### config.mk
export PLATFORM = sky130hd
export DESIGN_NAME = ddr_cmd_sequencer
export DESIGN_NICKNAME = d
export VERILOG_FILES = /design/src/rtl/ddr_pkg.sv /design/src/rtl/ddr_refresh_timer.sv /design/src/rtl/ddr_cmd_sequencer.sv
export SDC_FILE = /design/constraint.sdc
export NUM_CORES = 1
export LEC_CHECK = 0
export CORE_ASPECT_RATIO = 1.2
export CORE_MARGIN = 3
export CORE_UTILIZATION = 52
export CTS_BUF_LIST = sky130_fd_sc_hd__clkbuf_4 sky130_fd_sc_hd__clkbuf_8 sky130_fd_sc_hd__clkbuf_16
export DETAILED_ROUTE_END_ITERATION = 8
export GPL_TIMING_DRIVEN = 0
export PLACE_DENSITY = 0.86
export SETUP_SLACK_MARGIN = 0.3
export SLEW_MARGIN = 10
export SYNTH_ARGS = -nofsm -noshare
export SYNTH_HDL_FRONTEND = slang
export SYNTH_SLANG_ARGS = --single-unit
### constraint.sdc
create_clock -name clk133 -period 2.4 [get_ports clk133]
set_input_delay 0.36 -clock clk133 [delete_from_list [all_inputs] [get_ports clk133]]
set_output_delay 0.36 -clock clk133 [all_outputs]
set_load 0.05 [all_outputs]
### src/rtl/ddr_pkg.sv
// Shared definitions for the DDR command sequencer: command encodings,
// sequencer states and mode-register field helpers.
package ddr_pkg;

    localparam int CNT_W = 16;

    typedef enum logic [2:0] {
        CMD_LMR   = 3'b000,
        CMD_AR    = 3'b001,
        CMD_PRE   = 3'b010,
        CMD_ACT   = 3'b011,
        CMD_WRITE = 3'b100,
        CMD_READ  = 3'b101,
        CMD_NOP   = 3'b111
    } cmd_e;

    typedef enum logic [3:0] {
        ST_WAIT     = 4'd0,
        ST_INIT_NOP = 4'd1,
        ST_INIT_PRE = 4'd2,
        ST_EMR      = 4'd3,
        ST_MR       = 4'd4,
        ST_PRE2     = 4'd5,
        ST_INIT_AR  = 4'd6,
        ST_MR2      = 4'd7,
        ST_IDLE     = 4'd8,
        ST_ACT      = 4'd9,
        ST_RW       = 4'd10,
        ST_RECOV    = 4'd11,
        ST_REF      = 4'd12
    } state_e;

    localparam int          INIT_NOP_CYC = 5;
    localparam logic [1:0]  EMR_BA       = 2'b01;
    localparam logic [12:0] EMR_A        = 13'h0000;
    localparam logic [1:0]  MR_BA        = 2'b00;
    localparam logic [12:0] A10_ALL      = 13'h0400;

    function automatic logic [12:0] mr_value(input logic [2:0] cas, input logic [2:0] bl);
        return {4'b0000, 1'b0, 1'b0, cas, 1'b0, bl};
    endfunction

endpackage

### src/rtl/ddr_refresh_timer.sv
// Periodic refresh timer with a single sticky pending flag; present only
// when DDR_AUTO_REFRESH_EN is defined.
`ifdef DDR_AUTO_REFRESH_EN
module ddr_refresh_timer
    import ddr_pkg::*;
#(
    parameter int unsigned TREFI = 1040
) (
    input  logic clk,
    input  logic rst,
    input  logic enable,
    input  logic clear,
    output logic ref_due
);

    logic [CNT_W-1:0] cnt_r;
    logic             pending_r;
    logic             expire_s;

    assign expire_s = enable && (cnt_r <= CNT_W'(1));
    // Due as soon as the interval expires so a same-cycle request loses.
    assign ref_due  = pending_r | expire_s;

    // Interval count with reload, and pending flag collapsing repeated expiries.
    always_ff @(posedge clk) begin
        if (rst) begin
            cnt_r     <= CNT_W'(TREFI);
            pending_r <= 1'b0;
        end else begin
            if (expire_s) begin
                cnt_r <= CNT_W'(TREFI);
            end else if (enable) begin
                cnt_r <= cnt_r - CNT_W'(1);
            end else begin
                cnt_r <= cnt_r;
            end
            if (clear) begin
                pending_r <= 1'b0;
            end else if (expire_s) begin
                pending_r <= 1'b1;
            end else begin
                pending_r <= pending_r;
            end
        end
    end

endmodule
`endif

### src/rtl/ddr_cmd_sequencer.sv
// DDR SDRAM init + single-access command sequencer with registered command pins.
// Optional periodic auto-refresh is enabled by defining DDR_AUTO_REFRESH_EN.
module ddr_cmd_sequencer
    import ddr_pkg::*;
#(
    parameter int unsigned INIT_WAIT_CYC = 26600,
    parameter int unsigned NUM_REFRESH   = 2,
    parameter int unsigned TRP           = 3,
    parameter int unsigned TMRD          = 2,
    parameter int unsigned TRFC          = 11,
    parameter int unsigned TRCD          = 3,
    parameter int unsigned TRECOV        = 6,
    parameter int unsigned TREFI         = 1040,
    parameter logic [2:0]  CAS_CODE      = 3'b010,
    parameter logic [2:0]  BL_CODE       = 3'b001
) (
    input  logic        clk133,
    input  logic        rst,
    output logic [12:0] sd_A,
    output logic [1:0]  sd_BA,
    output logic        sd_RAS,
    output logic        sd_CAS,
    output logic        sd_WE,
    output logic        sd_CKE,
    output logic        sd_CS,
    input  logic        req_valid,
    input  logic        req_write,
    input  logic [1:0]  req_bank,
    input  logic [12:0] req_row,
    input  logic [9:0]  req_col,
    output logic        req_ready,
    output logic        init_done
);

    localparam logic [CNT_W-1:0] LD_WAIT  = CNT_W'(INIT_WAIT_CYC);
    localparam logic [CNT_W-1:0] LD_INOP  = CNT_W'(INIT_NOP_CYC);
    localparam logic [CNT_W-1:0] LD_TRP   = CNT_W'(TRP);
    localparam logic [CNT_W-1:0] LD_TMRD  = CNT_W'(TMRD);
    localparam logic [CNT_W-1:0] LD_TRFC  = CNT_W'(TRFC);
    localparam logic [CNT_W-1:0] LD_TRCD  = CNT_W'(TRCD);
    localparam logic [CNT_W-1:0] LD_RECOV = CNT_W'(TRECOV);
    localparam logic [CNT_W-1:0] LD_ONE   = CNT_W'(1);
    localparam logic [12:0]      MR_A     = mr_value(CAS_CODE, BL_CODE);

    state_e           state_r, state_s;
    logic [CNT_W-1:0] cnt_r, cnt_s;
    logic [3:0]       ar_cnt_r, ar_cnt_s;
    cmd_e             cmd_r, cmd_s;
    logic [12:0]      a_r, a_s;
    logic [1:0]       ba_r, ba_s;
    logic             cke_r, cke_s;
    logic             init_done_r, init_done_s;
    logic             req_write_r, req_write_s;
    logic [1:0]       req_bank_r, req_bank_s;
    logic [9:0]       req_col_r, req_col_s;
    logic             ref_pending_s, ref_clr_s, req_ready_s, last_s;

`ifdef DDR_AUTO_REFRESH_EN
    ddr_refresh_timer #(.TREFI(TREFI)) u_refresh_timer (
        .clk     (clk133),
        .rst     (rst),
        .enable  (init_done_r),
        .clear   (ref_clr_s),
        .ref_due (ref_pending_s)
    );
`else
    logic unused_s;
    assign ref_pending_s = 1'b0;
    assign unused_s      = ref_clr_s | (TREFI == 32'd0);
`endif

    // The counter holds the cycles remaining in the current state, this one included.
    assign last_s      = (cnt_r <= LD_ONE);
    assign req_ready_s = (state_r == ST_IDLE) && !ref_pending_s && init_done_r;

    // Next state plus the command to drive on the following cycle.
    always_comb begin
        state_s     = state_r;
        cnt_s       = cnt_r - LD_ONE;
        ar_cnt_s    = ar_cnt_r;
        cmd_s       = CMD_NOP;
        a_s         = 13'h0000;
        ba_s        = 2'b00;
        cke_s       = 1'b1;
        init_done_s = init_done_r;
        req_write_s = req_write_r;
        req_bank_s  = req_bank_r;
        req_col_s   = req_col_r;
        ref_clr_s   = 1'b0;
        case (state_r)
            ST_WAIT: begin
                if (last_s) begin
                    state_s = ST_INIT_NOP; cnt_s = LD_INOP;
                end else begin
                    cke_s = 1'b0;
                end
            end
            ST_INIT_NOP: begin
                if (last_s) begin
                    state_s = ST_INIT_PRE; cnt_s = LD_TRP; cmd_s = CMD_PRE; a_s = A10_ALL;
                end else begin
                    cmd_s = CMD_NOP;
                end
            end
            ST_INIT_PRE: begin
                if (last_s) begin
                    state_s = ST_EMR; cnt_s = LD_TMRD; cmd_s = CMD_LMR; ba_s = EMR_BA; a_s = EMR_A;
                end else begin
                    cmd_s = CMD_NOP;
                end
            end
            ST_EMR: begin
                if (last_s) begin
                    state_s = ST_MR; cnt_s = LD_TMRD; cmd_s = CMD_LMR; ba_s = MR_BA; a_s = MR_A;
                end else begin
                    cmd_s = CMD_NOP;
                end
            end
            ST_MR: begin
                if (last_s) begin
                    state_s = ST_PRE2; cnt_s = LD_TRP; cmd_s = CMD_PRE; a_s = A10_ALL;
                end else begin
                    cmd_s = CMD_NOP;
                end
            end
            ST_PRE2: begin
                if (last_s) begin
                    state_s = ST_INIT_AR; cnt_s = LD_TRFC; cmd_s = CMD_AR; ar_cnt_s = 4'(NUM_REFRESH);
                end else begin
                    cmd_s = CMD_NOP;
                end
            end
            ST_INIT_AR: begin
                if (last_s && (ar_cnt_r > 4'd1)) begin
                    cnt_s = LD_TRFC; cmd_s = CMD_AR; ar_cnt_s = ar_cnt_r - 4'd1;
                end else if (last_s) begin
                    state_s = ST_MR2; cnt_s = LD_ONE; cmd_s = CMD_LMR; ba_s = MR_BA; a_s = MR_A;
                end else begin
                    cmd_s = CMD_NOP;
                end
            end
            ST_MR2: begin
                state_s = ST_IDLE; cnt_s = LD_ONE; init_done_s = 1'b1;
            end
            ST_IDLE: begin
                cnt_s = LD_ONE;
                if (ref_pending_s) begin
                    state_s = ST_REF; cnt_s = LD_TRFC; cmd_s = CMD_AR; ref_clr_s = 1'b1;
                end else if (req_valid && req_ready_s) begin
                    state_s     = ST_ACT; cnt_s = LD_TRCD; cmd_s = CMD_ACT;
                    ba_s        = req_bank; a_s = req_row;
                    req_write_s = req_write; req_bank_s = req_bank; req_col_s = req_col;
                end else begin
                    cmd_s = CMD_NOP;
                end
            end
            ST_ACT: begin
                if (last_s) begin
                    state_s = ST_RW; cnt_s = LD_ONE;
                    cmd_s   = req_write_r ? CMD_WRITE : CMD_READ;
                    ba_s    = req_bank_r; a_s = {2'b00, 1'b1, req_col_r};
                end else begin
                    cmd_s = CMD_NOP;
                end
            end
            ST_RW: begin
                state_s = ST_RECOV; cnt_s = LD_RECOV;
            end
            ST_RECOV, ST_REF: begin
                if (last_s) begin
                    state_s = ST_IDLE; cnt_s = LD_ONE;
                end else begin
                    cmd_s = CMD_NOP;
                end
            end
            default: begin
                state_s = ST_WAIT; cnt_s = LD_WAIT; cke_s = 1'b0; init_done_s = 1'b0;
            end
        endcase
    end

    // State, timing counter and registered command pins.
    always_ff @(posedge clk133) begin
        if (rst) begin
            state_r     <= ST_WAIT;
            cnt_r       <= LD_WAIT;
            ar_cnt_r    <= 4'd0;
            cmd_r       <= CMD_NOP;
            a_r         <= 13'h0000;
            ba_r        <= 2'b00;
            cke_r       <= 1'b0;
            init_done_r <= 1'b0;
            req_write_r <= 1'b0;
            req_bank_r  <= 2'b00;
            req_col_r   <= 10'h000;
        end else begin
            state_r     <= state_s;
            cnt_r       <= cnt_s;
            ar_cnt_r    <= ar_cnt_s;
            cmd_r       <= cmd_s;
            a_r         <= a_s;
            ba_r        <= ba_s;
            cke_r       <= cke_s;
            init_done_r <= init_done_s;
            req_write_r <= req_write_s;
            req_bank_r  <= req_bank_s;
            req_col_r   <= req_col_s;
        end
    end

    assign sd_A      = a_r;
    assign sd_BA     = ba_r;
    assign sd_RAS    = cmd_r[2];
    assign sd_CAS    = cmd_r[1];
    assign sd_WE     = cmd_r[0];
    assign sd_CKE    = cke_r;
    assign sd_CS     = ~cke_r;
    assign req_ready = req_ready_s;
    assign init_done = init_done_r;

endmodule

# Word-level counts from Yosys, hierarchy flattened

Index checks and enable logic that the tools add are counted.

Bits in registers: 57
Output and inout bits: 22
Logic and storage cells: 97

Add/subtract/negate cells: 2
$lt $le $gt $ge: 2
Eq/ne operators: 24
Mux-type cells: 43
Bitwise gates (word level): 1
Reduce and logical (&&, ||, !) cells: 14

Operator list:

| kind                  | number |
|---|---|
| $pmux 16 s9           | 1 |
| $mux 16               | 6 |
| $pmux 13 s5           | 1 |
| $mux 4                | 12 |
| $pmux 4 s12           | 1 |
| $reduce_or 12->1      | 2 |
| $mux 11               | 2 |
| $ne 2x2->1 const B    | 11 |
| $eq 4x4->1 const B    | 5 |
| $pmux 3 s6            | 1 |
| $eq 4x3->1 const B    | 4 |
| $le 16x1->1 const B   | 1 |
| $sub 16x1->16 const B | 1 |
| $mux 3                | 5 |
| $mux 13               | 1 |
| $mux 6                | 2 |
| $reduce_and 11->1     | 1 |
| $eq 4x2->1 const B    | 2 |
| $mux 2                | 4 |
| $pmux 4 s2            | 1 |
| $pmux 2 s3            | 1 |
| $reduce_or 2->1       | 3 |
| $eq 4x1->1 const B    | 1 |
| $gt 4x1->1 const B    | 1 |
| other kinds (11)      | 16 |

# Longest topological paths before layout

Gate-level depths: netlist (run 1).

Depth after elaboration: 5
Mapped depth: 8

# Least setup slack after synthesis (run 1)

No wires, ideal clock.

Kind: reg2out
From: register state_r[3]
To: output port req_ready
Arrival: 2.080 ns
Required time: 2.040 ns
Setup slack: -0.040 ns
Cell stages (with the launch flop): 6
Buffers on the path: 2
Path through: dfxtp_1 > buf_2 > nor2b_1 > clkbuf_1 > nand2b_1 > nor3b_1

Longest elaborated chain between the ends: 2

RTL lines:

| item                   | RTL line                 | source |
|---|---|---|
| from (decl)            | ddr_cmd_sequencer.sv:45  | `state_e state_r, state_s;` |
| from (signal assigned) | ddr_cmd_sequencer.sv:197 | `state_r <= state_s;` |
| $eq 4x4->1             | ddr_cmd_sequencer.sv:74  | `assign req_ready_s = (state_r == ST_IDLE) && !ref_pending_s && init_done_r;` |
| $logic_and 1x1->1      | ddr_cmd_sequencer.sv:74  |  |
| to (decl)              | ddr_cmd_sequencer.sv:31  | `output logic req_ready,` |

Every way passes these cells.

# Worst setup path after layout (run 1)

From: register cnt_r[8]
To: register ar_cnt_r[2]

Longest elaborated chain between the ends: 4
Elaborated cells between the ends (all ways): 5

RTL lines:

| item                           | RTL line                 | source |
|---|---|---|
| from (decl)                    | ddr_cmd_sequencer.sv:46  | `logic [CNT_W-1:0] cnt_r, cnt_s;` |
| from (signal assigned)         | ddr_cmd_sequencer.sv:198 | `cnt_r <= cnt_s;` |
| $le 16x1->1 (*)                | ddr_cmd_sequencer.sv:73  | `assign last_s = (cnt_r <= LD_ONE);` |
| $logic_and 1x1->1              | ddr_cmd_sequencer.sv:134 | `if (last_s && (ar_cnt_r > 4'd1)) begin` |
| $ne 2x2->1 (no line)           | --                       |  |
| $reduce_and 3->1 (no line) (*) | --                       |  |
| to (signal assigned)           | ddr_cmd_sequencer.sv:199 | `ar_cnt_r <= ar_cnt_s;` |
| to (decl)                      | ddr_cmd_sequencer.sv:47  | `logic [3:0] ar_cnt_r, ar_cnt_s;` |

Every way passes the cells marked *; elsewhere a longest branch is shown, timed or not.
A chain may end at the register's enable or synchronous reset.

==> impl_metrics.sql, run 1 <==
INSERT INTO impl_metrics (metric_group, metric, value, unit) VALUES
('finish', 'final_design_area_no_fill', '3580', 'um2'),
('route', 'routedLengthMet1', '2980', 'um'),
('timing', 'fin_hold_ws', '455', 'ps'),
('clock_tree', 'clock_insertion_delay_worst_skew', '340', 'ps'),
('clock_tree', 'cts_tree', 'built', ''),
('pwr', 'power_switching', '480', 'uW'),
('setup_path', 'timing.critical_path.to_type', 'register', ''),
('global_routing', 'grt_pass1_wl', '12500', 'um'),
('global_routing', 'vias_in_the_first_global_route', '2628', ''),
('placed_design', 'portBuffers', '50', ''),
('synth', 'ys_seq_elements', '57', ''),
('timing', 'tightest_slew', '543', 'ps'),
('synth', 'synthesis.area_per_instance', '8.21', 'um2'),
('route', 'post_drt_via_cell_ratio', '5.88', ''),
('route', 'via_count', '2668', ''),
('setup_path', 'worstPathRequired', '2680', 'ps'),
('synth', 'synth-edff-count', '0', ''),
('global_routing', 'grt_max_degree', '11', ''),
('route', 'drtIter0Drc', '182', ''),
('placed_design', 'place.detailed.instances', '438', ''),
('setup_path', 'cp.arrival', '2310', 'ps'),
('setup_path', 'timing.reg2reg.worst_path_depth', '5', ''),
('synth', 'synthesis.nets', '361', ''),
('synth', 'unique_cell_type_count_in_the_yosys_netlist', '56', ''),
('finish', 'area_of_combinational_cells_with_multiple_inputs', '1510', 'um2'),
('synth', 'synth_cells', '328', ''),
('clock_tree', 'cts.htree.levels', '3', ''),
('timing', 'final_min_period_over_clock_period', '84.5', '%'),
('pwr', 'power.static_leakage', '1.24', 'nW'),
('synth', 'synth-async-reset-ratio', '0', '%'),
('synth', 'ys_top_cells_by_area', 'dfxtp_1 42%, nand2_1 6.5%, a21oi_1 5.9%', ''),
('setup_path', 'regToRegSetupSlack', '370', 'ps'),
('synth', 'yosys_most_used_dff', 'dfxtp_1', ''),
('route', 'wire_per_inst', '16.7', 'um'),
('placed_design', 'place_area', '3270', 'um2'),
('setup_path', 'worst_path_max_fanout', '6', ''),
('synth', 'synth_warnings', '0', ''),
('route', 'met2RoutedLength', '3910', 'um'),
('clock_tree', 'ctsLongestPathBuffers', '2', ''),
('timing', 'final.min_clock_period', '2030', 'ps'),
('setup_path', 'path_class', 'register to register', ''),
('route', 'antenna_violating_nets_post_route', '0', ''),
('synth', 'synth_area', '2690', 'um2'),
('synth', 'share_of_the_synthesized_area_in_the_top_cell_type', '42.4', '%'),
('setup_path', 'timing.rr.end', 'ar_cnt_r[2]', ''),
('timing', 'grt_setup_unrepaired', 'yes', ''),
('global_routing', 'overflow', '0', ''),
('route', 'wl_met3', '480', 'um'),
('clock_tree', 'clock-root-buffer', 'clkbuf_8', ''),
('global_routing', 'antenna_found_initial', '0', ''),
('finish', 'post_layout_cell_count', '454', ''),
('setup_path', 'cp_num_cells', '5', ''),
('finish', 'fillCellCount', '394', ''),
('global_routing', 'total_routing_resource_utilization_after_global_routing', '26.2', '%'),
('timing', 'max_clock_freq', '493', 'MHz'),
('clock_tree', 'cts_num_sinks', '57', ''),
('hold_path', 'worst_hold_path.num_cells', '2', ''),
('job', 'count_of_maximum_capacitance_violations', '0', ''),
('route', 'drt_pass1_iterations', '4', ''),
('setup_path', 'reg2reg_launch_point', 'cnt_r[8]', ''),
('setup_path', 'cp_slowest_cell', 'or4_4', ''),
('pwr', 'power', '2.09', 'mW'),
('setup_path', 'critical_path.max_stage_delay', '560', 'ps'),
('floorplanning', 'die_w', '71.7', 'um'),
('timing', 'skew', '8.10', 'ps'),
('run_status', 'status', 'finished clean', ''),
('synth', 'synth-seq-area-share', '42.4', '%'),
('finish', 'n_antenna_cell', '0', ''),
('finish', 'layout.nets', '423', ''),
('setup_path', 'timing.critical_path.max_delay_family', 'simple AND/OR/NAND/NOR gates', ''),
('pwr', 'max-vdd-ir-drop', '0.418', 'mV');
==> final cells by class <==
| class | count | area share (%) |
|---|---|---|
| Buffer | 21 | 2.94 |
| Timing Repair Buffer | 51 | 14.2 |
| Clock inverter | 6 | 2.34 |
| Clock buffer | 9 | 3.46 |
| Sequential cell | 57 | 31.9 |
| Multi-Input combinational cell | 241 | 42.0 |
| Tap cell | 60 | 2.10 |
| Inverter | 9 | 0.944 |
==> what timing repair did <==
action | CTS | global route
hold buffers | 0 | 0
setup buffers | 0 | 1
pin swaps | 0 | 2
setup endpoints to repair | 16 | 26
gates resized for setup | 9 | 23
==> metrics by stage <==
| step | TNS (ps) | setup slack (ps) |
|---|---|---|
| after floorplan | 0 | 445 |
| after global placement | -64.1 | -64.1 |
| after detailed placement | -71.5 | -71.5 |
| after CTS | 0 | 294 |
| after global routing | 0 | 250 |
| final | 0 | 371 |
==> state kept, by name, indices dropped and copies added (netlist names) <==
register	cells
req_write_r	1
sd_BA	2
req_bank_r	2
sd_CKE	1
req_col_r	10
ar_cnt_r	4
init_done	1
cnt_r	16
state_r	4
sd_A	13
cmd_r	3
==> worst max-delay path by stage <==
stage / start / end
finish: cnt_r[8] / ar_cnt_r[2]
global route: state_r[3] / req_ready
CTS: state_r[0] / req_ready
detailed placement: state_r[3] / req_ready
global placement: state_r[3] / req_ready
floorplan: state_r[3] / req_ready
==> cells by family (layout without fill, tap and decap cells) <==
kind of cell / count (synthesis) / after routing / synth area share, %
xor+xnor: 13 / 13 / 4.23
simple gates: 136 / 136 / 25.9
buf+inv: 30 / 96 / 4.78
mux: 3 / 3 / 1.16
fa+ha+maj: 4 / 4 / 1.86
compound gates: 85 / 85 / 19.7
flops: 57 / 57 / 42.4
==> layer usage <==
| layer | track usage [%] | vias to the layer above |
|---|---|---|
| li1 | - | 1283 |
| met1 | 31.8 | 1253 |
| met2 | 44.1 | 109 |
| met3 | 4.98 | 23 |
| met4 | 12.6 | 0 |
| met5 | 0 | - |
==> worst reg2reg max path, cell delays in order (launching register included) <==
cell	delay, ps
dfxtp_2	360
or4_4	560
nor3_4	250
nand3_2	140
or4_4	530
a21oi_2	140
==> placed cells by master, fill, tap and decap left out, drive strengths merged, types with 2 or more instances in the layout <==
master / n
a21o: 4
clkdlybuf4s50: 49
inv: 9
xnor2: 7
o21a: 5
and2: 2
nand4: 4
o31ai: 2
and3: 4
buf: 9
nor3b: 4
dfxtp: 57
xor2: 6
nand3: 8
nand2b: 5
nor2b: 6
a22oi: 10
clkinv: 4
a31oi: 3
ha: 4
a21oi: 32
or4: 5
nor3: 10
nor4: 7
nor2: 29
mux2i: 2
nand2: 47
bufinv: 2
clkbuf: 23
o32ai: 2
o21ai: 15
o2bb2ai: 2
==> cells in the mapped netlist, drive strengths merged, types with 5 or more instances <==
master and number:
nand3 8, nor2 29, o21a 5, xnor2 7
nor2b 6, a21oi 32, nor3 10, or4 5
xor2 6, nand2 47, nand2b 5, dfxtp 57
o21ai 15, nor4 7, buf 9, clkbuf 12
inv 9, a22oi 10
==> power groups by stage <==
stage | clock [mW] | sequential (mW) | combinational, mW
2_1_floorplan | 0 | 1.00 | 0.0633
3_3_place_gp | 0 | 1.00 | 0.130
3_5_place_dp | 0 | 1.00 | 0.134
4_1_cts | 0.968 | 0.981 | 0.139
5_1_grt | 1.01 | 0.985 | 0.155
6_report | 0.970 | 0.983 | 0.142
No activity file was read; power rests on OpenSTA's default activity.
==> run 2: changes to the inputs <==
- clock period: 2.4 -> 1.9 ns (I/O delays scaled with it)
==> run 2 against run 1 <==
Effect of this change:
- the flow now finishes with violations (setup timing)
- power up 30%
- utilization up 18 points
- register-to-register slack worse by 480 ps
- sequential share of layout area down 6.2 points
- die area unchanged
- clock power up 25%
- clock skew up 4.9 ps
- combinational power up 80%
- non-clock buffer count up 43
- wire length up 66%
- cell area up 25%
- sequential power up 27%
==> impl_metrics.sql, run 2 (synthesis gave the netlist of run 1 again) <==
INSERT INTO impl_metrics (metric_group, metric, value, unit) VALUES
('run_status', 'status', 'complete, but fails checks', ''),
('run_status', 'violations', 'setup timing', ''),
('route', 'antenna_violating_nets_post_route', '0', ''),
('pwr', 'max-vdd-ir-drop', '0.665', 'mV'),
('floorplanning', 'ios', '51', ''),
('timing', 'grt_setup_unrepaired', 'yes', ''),
('route', 'via_count', '3358', ''),
('setup_path', 'timing.critical_path.to_type', 'register', ''),
('timing', 'final-max-slew-violation-count', '0', ''),
('floorplanning', 'coreArea', '4970', 'um2'),
('clock_tree', 'clk_pin_slew_worst_paths', '70', 'ps'),
('floorplanning', 'initial_core_util', '54.1', '%'),
('global_routing', 'overflow', '0', ''),
('timing', 'skew', '13.0', 'ps'),
('hold_path', 'hp-class', 'register to register', ''),
('setup_path', 'worstPathCellList', 'or4_4 -> nor3_4 -> nand3_2 -> or4_1 -> a21oi_1', ''),
('setup_path', 'sort_of_element_at_the_start_of_the_critical_path', 'register', ''),
('route', 'remaining_drc_errors', '0', ''),
('timing', 'report.final.hold_viol_count', '0', ''),
('global_routing', 'total_routing_resource_utilization_after_global_routing', '32.4', '%'),
('hold_path', 'worst_hold_path.num_cells', '2', ''),
('placed_design', 'gpl.final_weighted_congestion', '0.936', ''),
('placed_design', 'portBuffers', '50', ''),
('pwr', 'power', '2.72', 'mW'),
('route', 'wire_per_inst', '25.4', 'um'),
('clock_tree', 'cts_inserted_buffers', '9', ''),
('route', 'drtIter0Drc', '402', ''),
('setup_path', 'worstPathRequired', '2180', 'ps'),
('route', 'drt_pass1_iterations', '6', ''),
('timing', 'max_clock_freq', '497', 'MHz'),
('floorplanning', 'die-area', '6080', 'um2'),
('floorplanning', 'row_count', '28', ''),
('timing', 'tns', '-448', 'ps'),
('setup_path', 'cp.arrival', '2290', 'ps'),
('global_routing', 'antenna_found_initial', '0', ''),
('finish', 'max_ffs_per_register', '16', ''),
('placed_design', 'place_hpwl', '5230', 'um'),
('timing', 'tightest_slew', '731', 'ps'),
('placed_design', 'place_worst_setup_slack', '-369', 'ps'),
('setup_path', 'critical_path.max_stage_delay', '540', 'ps'),
('clock_tree', 'cts.htree.levels', '3', ''),
('clock_tree', 'cts_num_sinks', '57', ''),
('finish', 'fraction_of_layout_instances_using_a_drive_strength_above_1', '40.2', '%'),
('finish', 'final_core_util', '90.2', '%'),
('job', 'count_of_maximum_capacitance_violations', '0', ''),
('setup_path', 'cp_slowest_cell', 'or4_4', ''),
('floorplanning', 'die_w', '71.7', 'um'),
('setup_path', 'timing.reg2reg.worst_path_depth', '5', ''),
('finish', 'fillCellCount', '179', ''),
('timing', 'final.min_clock_period', '2010', 'ps'),
('route', 'post_drt_via_cell_ratio', '6.74', ''),
('clock_tree', 'clock-root-buffer', 'clkbuf_8', ''),
('setup_path', 'path_class', 'register to register', ''),
('timing', 'final.setup.worst_slack', '-113', 'ps'),
('floorplanning', 'chipHeight', '84.8', 'um'),
('global_routing', 'grt_max_degree', '11', ''),
('timing', 'slew_headroom', '50.9', '%'),
('finish', 'layout.nets', '466', ''),
('finish', 'layout_commonest_cell', 'dfxtp_1', ''),
('pwr', 'power.static_leakage', '1.70', 'nW'),
('clock_tree', 'cts-hold-fix-buffers', '0', ''),
('clock_tree', 'cts_tree', 'built', ''),
('finish', 'n_antenna_cell', '0', ''),
('timing', 'finalSetupViolCount', '11', ''),
('clock_tree', 'clock_insertion_delay_worst_skew', '360', 'ps'),
('route', 'wirelength', '12600', 'um'),
('timing', 'final_min_period_over_clock_period', '106', '%'),
('clock_tree', 'ctsLongestPathBuffers', '2', ''),
('global_routing', 'grt_pass1_wl', '15200', 'um'),
('finish', 'most-common-layout-cells', '50 x dfxtp_1, 35 x nand2_1, 28 x clkdlybuf4s50_1', ''),
('finish', 'largest_register', 'cnt_r', ''),
('setup_path', 'worst_path_max_fanout', '4', ''),
('finish', 'area_delta_synth_final', '66.6', '%'),
('global_routing', 'vias_in_the_first_global_route', '3070', ''),
('pwr', 'powerDensity', '606', 'nW/um2');
[run 2: cell types whose count changed in the layout (fill, tap and decap cells not counted), moves of 10 or more]
| cell | previous run | this run |
|---|---|---|
| clkdlybuf4s50_1 | 49 | 28 |
| a21oi_1 | 31 | 17 |
| buf_4 | 1 | 25 |
| a21oi_2 | 1 | 15 |
| buf_6 | 2 | 21 |
| dlygate4sd2_1 | 0 | 20 |
| a22oi_2 | 0 | 10 |
| nand2_1 | 47 | 35 |
| a22oi_1 | 10 | 0 |
| o21ai_0 | 11 | 1 |
[run 2: final cells by class]
cell class	instances	area, um2	area share, %
Buffer	21	184	4.10
Clock buffer	11	145	3.23
Clock inverter	5	55.1	1.23
Inverter	9	36.3	0.809
Multi-Input combinational cell	241	1920	42.7
Sequential cell	57	1160	25.8
Tap cell	60	75.1	1.67
Timing Repair Buffer	94	918	20.5
[run 2: worst max-delay path, delay by kind of cell, from the launching register on]
family / cells / cell delay, ps
simple gates: 4 / 1420
compound gates: 1 / 160
flops: 1 / 370
[run 2: metrics by stage]
stage	instances	hold slack, ps	cell area (um2)
5_1_grt	498	491	4490
3_5_place_dp	438	447	3340
4_1_cts	484	456	4100
6_report	498	475	4490
3_3_place_gp	438	441	3340
2_1_floorplan	328	405	2760
[run 2: power breakdown]
part,internal [mW],switching [mW],total [mW]
logic,0.129,0.127,0.256
clock network,0.651,0.555,1.21
registers,1.21,0.0417,1.25
total,1.99,0.724,2.72
[run 2: timing repair]
action	4_1_cts	5_1_grt
buffers inserted	28	12
setup endpoints to repair	77	55
gates cloned	2	2
pin swaps	32	34
gates resized for setup	129	75
[run 2: final timing paths]
path / startpoint / to / slack [ps]
worst min-delay path: req_col_r[9] / req_col_r[9] / 480
worst min register to register: req_col_r[9] / req_col_r[9] / 480
worst max register to register: cnt_r[10] / ar_cnt_r[2] / -110
worst max-delay path: cnt_r[10] / ar_cnt_r[2] / -110
[run 2: layer usage]
metal  global-route usage (%)  wire length (um)  part of all wire [%]
met5                        0                 0                     0
met4                     17.4               754                   6.0
met3                     6.75              1130                   8.9
met2                     55.6              6450                    51
met1                     37.2              4290                    34
==> run 3: changes to the inputs <==
- RECOVER_POWER: default -> 100
==> results of run 3 <==
The final DEF is identical to that of run 2; final timing and power are the same.
